**config.mk**
```make
export PLATFORM = sky130hd
export DESIGN_NAME = orb_desc_seq
export DESIGN_NICKNAME = d
export VERILOG_FILES = /design/src/rtl/orb_desc_seq.sv
export SDC_FILE = /design/constraint.sdc
export NUM_CORES = 1
export LEC_CHECK = 0
export CAP_MARGIN = 25
export CORE_UTILIZATION = 57
export CTS_CLUSTER_SIZE = 16
export DETAILED_ROUTE_END_ITERATION = 6
export MAX_ROUTING_LAYER = met4
export PLACE_DENSITY = 0.8
export SLEW_MARGIN = 10
export SYNTH_ARGS = -nofsm -noshare
export SYNTH_HDL_FRONTEND = slang
export SYNTH_SLANG_ARGS = --single-unit
```
**constraint.sdc**
```tcl
create_clock -name clk -period 17.89 [get_ports clk]
set_input_delay 3.578 -clock clk [delete_from_list [all_inputs] [get_ports clk]]
set_output_delay 3.578 -clock clk [all_outputs]
set_load 0.01 [all_outputs]
```
**src/rtl/orb_desc_seq.sv**
```systemverilog
// orb_desc_seq -- ORB descriptor sequencer.
//
// A feature is accepted in IDLE. The sequencer waits SECTOR_LATENCY cycles for
// the orientation sector, then issues NUM_COMPARISONS/BITS_PER_CLOCK sample-pair
// indices to the external pattern/rotate/window datapath. The returned pixel
// comparisons are assembled into a descriptor. Finished descriptors are queued
// with their coordinates in a FIFO_DEPTH-entry FIFO with valid/ready handshake.
//
// Ports:
//   clk, in_reset            clock, synchronous active-high reset
//   in_go, in_x, in_y        start request and feature coordinates
//   in_window_ready          patch window full
//   in_moment_zero           orientation undefined, so the request is refused
//   in_sector                orientation sector, latched in the last SECTOR cycle
//   in_threshold             comparison margin
//   in_pix1, in_pix2         returned pixel pairs, one LUMA_BITS field per lane
//   out_accepting_input      high in IDLE
//   out_mode                 window input mode (IDLE or reset)
//   out_sector               latched sector for the rotation LUT
//   out_sample_valid/index   index issue strobe and first bit index of the group
//   out_valid/ready          FIFO head handshake
//   out_descriptor, out_feature_x/y   FIFO head (0 when empty)
//   out_stat_emitted/skipped statistics
//
// Optional feature macro: ORB_DESC_STATS_EN enables the statistics counters.
// When the macro is not defined, the statistics ports read 0.
module orb_desc_seq #(
   parameter int LUMA_BITS       = 8,
   parameter int COORD_BITS      = 10,
   parameter int NUM_COMPARISONS = 256,
   parameter int BITS_PER_CLOCK  = 1,
   parameter int ANGLE_BITS      = 5,
   parameter int SECTOR_LATENCY  = 6,
   parameter int SAMPLE_LATENCY  = 3,
   parameter int FIFO_DEPTH      = 2
) (
   input  logic                                 clk,
   input  logic                                 in_reset,
   input  logic                                 in_go,
   input  logic [COORD_BITS-1:0]                in_x,
   input  logic [COORD_BITS-1:0]                in_y,
   input  logic                                 in_window_ready,
   input  logic                                 in_moment_zero,
   input  logic [ANGLE_BITS-1:0]                in_sector,
   input  logic [LUMA_BITS-1:0]                 in_threshold,
   input  logic [LUMA_BITS*BITS_PER_CLOCK-1:0]  in_pix1,
   input  logic [LUMA_BITS*BITS_PER_CLOCK-1:0]  in_pix2,
   output logic                                 out_accepting_input,
   output logic                                 out_mode,
   output logic [ANGLE_BITS-1:0]                out_sector,
   output logic                                 out_sample_valid,
   output logic [$clog2(NUM_COMPARISONS)-1:0]   out_sample_index,
   output logic                                 out_valid,
   input  logic                                 out_ready,
   output logic [NUM_COMPARISONS-1:0]           out_descriptor,
   output logic [COORD_BITS-1:0]                out_feature_x,
   output logic [COORD_BITS-1:0]                out_feature_y,
   output logic [15:0]                          out_stat_emitted,
   output logic [15:0]                          out_stat_skipped
);

   localparam int NG = NUM_COMPARISONS / BITS_PER_CLOCK;
   localparam int IW = $clog2(NUM_COMPARISONS);
   localparam int LB = $clog2(BITS_PER_CLOCK);
   localparam int CW = $clog2(NG + SECTOR_LATENCY + SAMPLE_LATENCY + 1);
   localparam int GW = (NG > 1) ? $clog2(NG) : 1;
   localparam int PW = (FIFO_DEPTH > 1) ? $clog2(FIFO_DEPTH) : 1;
   localparam int KW = $clog2(FIFO_DEPTH + 1);
   localparam int EW = NUM_COMPARISONS + 2 * COORD_BITS;

   typedef enum logic [1:0] {
      ST_IDLE   = 2'd0,
      ST_SECTOR = 2'd1,
      ST_ISSUE  = 2'd2,
      ST_DRAIN  = 2'd3
   } state_t;

   // The sum is formed one bit wider than a pixel, so pix1 + threshold never wraps.
   function automatic logic lane_cmp(input logic [LUMA_BITS-1:0] p1,
                                     input logic [LUMA_BITS-1:0] p2,
                                     input logic [LUMA_BITS-1:0] thr);
      return ({1'b0, p1} + {1'b0, thr}) < {1'b0, p2};
   endfunction

   function automatic logic [PW-1:0] ptr_inc(input logic [PW-1:0] p);
      return (p == PW'(FIFO_DEPTH - 1)) ? '0 : p + PW'(1);
   endfunction

   state_t                state_q, state_d;
   logic [CW-1:0]         cnt_q, cnt_d;
   logic [ANGLE_BITS-1:0] sector_q, sector_d;
   logic                  sample_valid_q, sample_valid_d;
   logic [IW-1:0]         sample_index_q, sample_index_d;
   logic [SAMPLE_LATENCY-1:0] vpipe_q;
   logic [GW-1:0]         cap_q, cap_d;
   logic [NUM_COMPARISONS-1:0] desc_q, desc_d;
   logic [COORD_BITS-1:0] x_q, y_q;
   logic [EW-1:0]         mem_q [FIFO_DEPTH];
   logic [PW-1:0]         rd_q, wr_q;
   logic [KW-1:0]         count_q;
   logic [EW-1:0]         head_s;
   logic                  fifo_full_s, fifo_empty_s, go_ok_s, push_s, pop_s;

   assign fifo_full_s  = (count_q == KW'(FIFO_DEPTH));
   assign fifo_empty_s = (count_q == '0);
   assign go_ok_s      = (state_q == ST_IDLE) && in_go && in_window_ready &&
                         !in_moment_zero && !fifo_full_s;
   assign pop_s        = !fifo_empty_s && out_ready;

   // Sequencer next state, sector latch and index-issue outputs.
   always_comb begin
      state_d  = state_q;
      cnt_d    = cnt_q;
      sector_d = sector_q;
      case (state_q)
         ST_IDLE: begin
            if (go_ok_s) begin
               state_d = ST_SECTOR;
               cnt_d   = '0;
            end else begin
               cnt_d   = '0;
            end
         end
         ST_SECTOR: begin
            if (cnt_q == CW'(SECTOR_LATENCY - 1)) begin
               state_d  = ST_ISSUE;
               cnt_d    = '0;
               sector_d = in_sector;
            end else begin
               cnt_d    = cnt_q + CW'(1);
            end
         end
         ST_ISSUE: begin
            if (cnt_q == CW'(NG - 1)) begin
               state_d = ST_DRAIN;
               cnt_d   = '0;
            end else begin
               cnt_d   = cnt_q + CW'(1);
            end
         end
         ST_DRAIN: begin
            if (cnt_q == CW'(SAMPLE_LATENCY - 1)) begin
               state_d = ST_IDLE;
               cnt_d   = '0;
            end else begin
               cnt_d   = cnt_q + CW'(1);
            end
         end
         default: begin
            state_d = ST_IDLE;
            cnt_d   = '0;
         end
      endcase
      // Registered so the index appears in the same cycle as the strobe.
      sample_valid_d = (state_d == ST_ISSUE);
      if (sample_valid_d) begin
         sample_index_d = IW'(cnt_d) << LB;
      end else begin
         sample_index_d = '0;
      end
   end

   // Capture of the returned comparison groups into the descriptor.
   always_comb begin
      desc_d = desc_q;
      cap_d  = cap_q;
      push_s = 1'b0;
      if (vpipe_q[SAMPLE_LATENCY-1]) begin
         for (int i = 0; i < BITS_PER_CLOCK; i++) begin
            desc_d[int'(cap_q) * BITS_PER_CLOCK + i] =
               lane_cmp(in_pix1[i*LUMA_BITS +: LUMA_BITS],
                        in_pix2[i*LUMA_BITS +: LUMA_BITS], in_threshold);
         end
         if (cap_q == GW'(NG - 1)) begin
            push_s = 1'b1;
            cap_d  = '0;
         end else begin
            cap_d  = cap_q + GW'(1);
         end
      end else begin
         cap_d = cap_q;
      end
   end

   // Control state, valid pipeline, capture state and FIFO pointers.
   always_ff @(posedge clk) begin
      if (in_reset) begin
         state_q        <= ST_IDLE;
         cnt_q          <= '0;
         sector_q       <= '0;
         sample_valid_q <= 1'b0;
         sample_index_q <= '0;
         vpipe_q        <= '0;
         cap_q          <= '0;
         desc_q         <= '0;
         x_q            <= '0;
         y_q            <= '0;
         rd_q           <= '0;
         wr_q           <= '0;
         count_q        <= '0;
      end else begin
         state_q        <= state_d;
         cnt_q          <= cnt_d;
         sector_q       <= sector_d;
         sample_valid_q <= sample_valid_d;
         sample_index_q <= sample_index_d;
         // Bit 0 is the newest issue; the top bit tags data returning this cycle.
         vpipe_q        <= SAMPLE_LATENCY'({vpipe_q, sample_valid_q});
         cap_q          <= cap_d;
         desc_q         <= desc_d;
         if (go_ok_s) begin
            x_q <= in_x;
            y_q <= in_y;
         end
         if (push_s) begin
            wr_q <= ptr_inc(wr_q);
         end
         if (pop_s) begin
            rd_q <= ptr_inc(rd_q);
         end
         count_q <= count_q + KW'(push_s) - KW'(pop_s);
      end
   end

   // FIFO storage; contents are qualified by count, so they need no reset.
   always_ff @(posedge clk) begin
      if (push_s) begin
         mem_q[wr_q] <= {desc_d, x_q, y_q};
      end
   end

   assign head_s              = mem_q[rd_q];
   assign out_valid           = !fifo_empty_s;
   assign out_descriptor      = fifo_empty_s ? '0 : head_s[EW-1 -: NUM_COMPARISONS];
   assign out_feature_x       = fifo_empty_s ? '0 : head_s[2*COORD_BITS-1 -: COORD_BITS];
   assign out_feature_y       = fifo_empty_s ? '0 : head_s[COORD_BITS-1:0];
   assign out_accepting_input = (state_q == ST_IDLE);
   assign out_mode            = (state_q == ST_IDLE) || in_reset;
   assign out_sector          = sector_q;
   assign out_sample_valid    = sample_valid_q;
   assign out_sample_index    = sample_index_q;

`ifdef ORB_DESC_STATS_EN
   logic [15:0] emit_q, skip_q;
   logic        skip_s;

   assign skip_s = (state_q == ST_IDLE) && in_go && in_window_ready &&
                   (in_moment_zero || fifo_full_s);

   // Saturating counters of popped descriptors and refused requests.
   always_ff @(posedge clk) begin
      if (in_reset) begin
         emit_q <= 16'd0;
         skip_q <= 16'd0;
      end else begin
         if (pop_s && (emit_q != 16'hFFFF)) begin
            emit_q <= emit_q + 16'd1;
         end
         if (skip_s && (skip_q != 16'hFFFF)) begin
            skip_q <= skip_q + 16'd1;
         end
      end
   end

   assign out_stat_emitted = emit_q;
   assign out_stat_skipped = skip_q;
`else
   assign out_stat_emitted = 16'd0;
   assign out_stat_skipped = 16'd0;
`endif

endmodule

```
==> flow_summary.toml <==
[worst_setup_path]
cp_max_fo = 154
crit_path_end = "out_mode"
worstPathArrival_ns = 5.05
rr_startpoint = "cap_q[0]"
end_kind = "primary output"
cp.required_ns = 14.31
regToRegSetupSlack_ns = 12.81
crit_type = "in -> out"
rr_worst_depth = 8
timing.rr.end = "mem_q[0][242]"
crit_path_start_kind = "input pin"
crit_path_start = "in_reset"

[layout]
final.fill_count = 4461
drive_above_1_share_pct = 5.134
synthToLayoutAreaGrowth_pct = 18.18
stdcell_count = 4391
final_net_count = 3556
design_area_mm2 = 0.04333
antennaDiodeCount = 0
finish.utilization_pct = 68.45

[synth]
ys_top_cells_by_count = "edfxtp_1, nand2_1, nor2_1"
yosysMostFrequentCell = "edfxtp_1"
async_reset_ff_share_pct = 0
synth_top_area_cell = "edfxtp_1"
synth_area_leaders = "edfxtp_1, dfxtp_1, mux2i_1, o21ai_0, nand2_1"
synth_cell_types = 53
synth_ff_type = "edfxtp_1"
synth_edf_count = 552
syn-instance-count = 3251
ys_seq_elements = 869
synth_top_area_share_pct = 45.20
synth.avg_cell_area_um2 = 11.28
synth.yosys.seq_area_share_pct = 62.51
netlist_area_mm2 = 0.03667
yosys_warnings = 0

[clocking]
clock-sinks = 869
clk_pin_slew_ns = 0.06
insertion_delay_ns = 0.65
root_buffer = "clkbuf_16"
cts_setup_buffers = 0
cts_buffers = 85
cts_hold_buf = 0
cts.htree.levels = 3
cts.repair.resized = 0
tritoncts = "yes"
clockBufferDepth = 3

[sta]
setup_ws_ns = 9.264
fin_crit_sh_pct = 48.22
timing.fmax_mhz = 115.9
setup_violations = 0
rsz0062_at_grt = "no"
slew-limit-headroom_pct = 17.20
min_period_ns = 8.626
slew_viol_final = 0
holdWs_ns = 0.4559
setup-tns-final_ns = 0
fin_skew_ns = 0.02535
finalHoldViolations = 0
tightest_slew_ns = 1.242

[power]
power_frac_seq_pct = 39.7
leakage_nw = 13.81
ir_drop_mv = 0.1633
pwr-share-comb_pct = 27.6
power_mw = 5.361
swShare_pct = 29.22
powerDensity_mw_per_mm2 = 123.7
switchingPower_mw = 1.566
p_int_mw = 3.794
clockPowerShare_pct = 32.7

[status]
status = "finished, violations left"
violations = "DRC"

[min_path]
hold_path_class = "reg -> reg"
min_from = "vpipe_q[1]"

[floorplan]
coreArea_mm2 = 0.06331
die_y_um = 255.6
dieArea_mm2 = 0.06535
die_w_um = 255.6
io-pin-count = 380
fp-row-count = 92
initial_core_util_pct = 57.92

[global_route]
grt_util_met1_pct = 36.73
grt_pass1_vias = 25900
grt_util_met3_pct = 6.932
use_met2_pct = 45.57
grt_overflow_total = 0
grt_pass1_wl_mm = 145.8
groute.usage.overall_pct = 29.28
antenna_found_initial = 0
grt-busiest-layer = "met2"
grt_start_max_net_pins = 212

[place]
dp_cells = 4231
place_ws_ns = 9.083
globalplace.congestion = 0.8630
port_buffers = 347
place_area_mm2 = 0.04056
dp_hpwl_mm = 58.00

[drt]
via_per_inst = 6.031
first_pass_iters = 7
ant_nets = 0
num_vias = 26480
drc_errors = 2
wire_per_inst_um = 21.66
wl_mm = 95.12
first_iter_violations = 2645

[flow_run]
drv_cap = 0
-- routing by layer --
| layer | share of wire, % | vias to the layer above | wire length, µm |
|---|---|---|---|
| li1 | - | 12180 | - |
| met1 | 38 | 12750 | 36520 |
| met2 | 47 | 1323 | 45140 |
| met3 | 10 | 231 | 9752 |
| met4 | 3.9 | 0 | 3712 |
| met5 | 0 | - | 0 |
-- power by group through the flow --
stage                     Sequential (mW)  Combinational (mW)  Clock (mW)
final                                2.13                1.48        1.75
after detailed placement             2.17                1.48           0
after CTS                            2.13                1.49        1.77
after floorplan                      2.16               0.735           0
after global routing                 2.13                1.57        1.85
after global placement               2.17                1.46           0
-- worst max-delay path, cell delays in order --
cell and delay [ns]:
buf_8 0.55, or2_2 0.23, clkdlybuf4s50_1 0.56
-- sequential cells by signal (all words and copies together) (netlist names), named ones only --
signal / cells
out_sample_index: 8
vpipe_q: 3
rd_q: 1
mem_q: 552
desc_q: 256
cnt_q: 9
cap_q: 8
y_q: 10
state_q: 2
out_sector: 5
out_sample_valid: 1
x_q: 10
wr_q: 1
count_q: 2
-- worst min-delay path by stage --
| stage | to | depth (start not counted) | slack (ns) |
|---|---|---|---|
| 3_3_place_gp | mem_q[0][5] | 0 | 0.43 |
| 6_report | vpipe_q[2] | 1 | 0.46 |
| 3_5_place_dp | mem_q[1][15] | 0 | 0.44 |
| 2_1_floorplan | vpipe_q[1] | 1 | 0.41 |
| 4_1_cts | mem_q[1][15] | 0 | 0.46 |
| 5_1_grt | mem_q[1][4] | 0 | 0.46 |
-- cell type report --
cell class                 instances  area [µm²]  share of cell area, %
sequential                       869       22930                  52.90
inverter                          24       90.09                 0.2079
clock inverter                    39       357.8                 0.8258
tap                              846        1059                  2.443
clock buffer                     119        2386                  5.506
timing repair buffer             384        3857                  8.902
multi-input combinational       2110       12660                  29.21
-- cells in the final DEF, fill, tap and decap left out, drive strengths merged, types with 5 or more instances in the layout --
cell	synthesis	routed
clkinvlp	0	5
o31ai	167	167
a21oi	55	55
nor3b	9	9
nor3	16	16
nand4	24	24
nand3b	167	167
or2	5	5
o21ai	304	304
nor2b	12	12
ha	26	26
clkdlybuf4s50	0	346
dfxtp	317	317
conb	1	32
nor2	367	367
inv	24	29
clkinv	0	25
xnor2	11	11
o22ai	52	52
nand2	392	392
or3	53	53
nand3	49	49
buf	91	38
clkbuf	188	119
and3	10	10
xor2	9	9
edfxtp	552	552
and2	5	5
mux2i	303	303
-- cells by family (layout without fill, tap and decap cells) --
group	after synthesis	after routing	synth area share (%)
xor+xnor	20	20	0.4777
mux	303	303	8.271
buf+inv	303	566	3.504
other cells	1	32	0.01023
fa+ha+maj	27	27	0.9418
flops	869	869	62.51
compound gates	595	595	9.605
simple gates	1133	1133	14.68
Note: power is estimated with default switching activity, not from simulation.
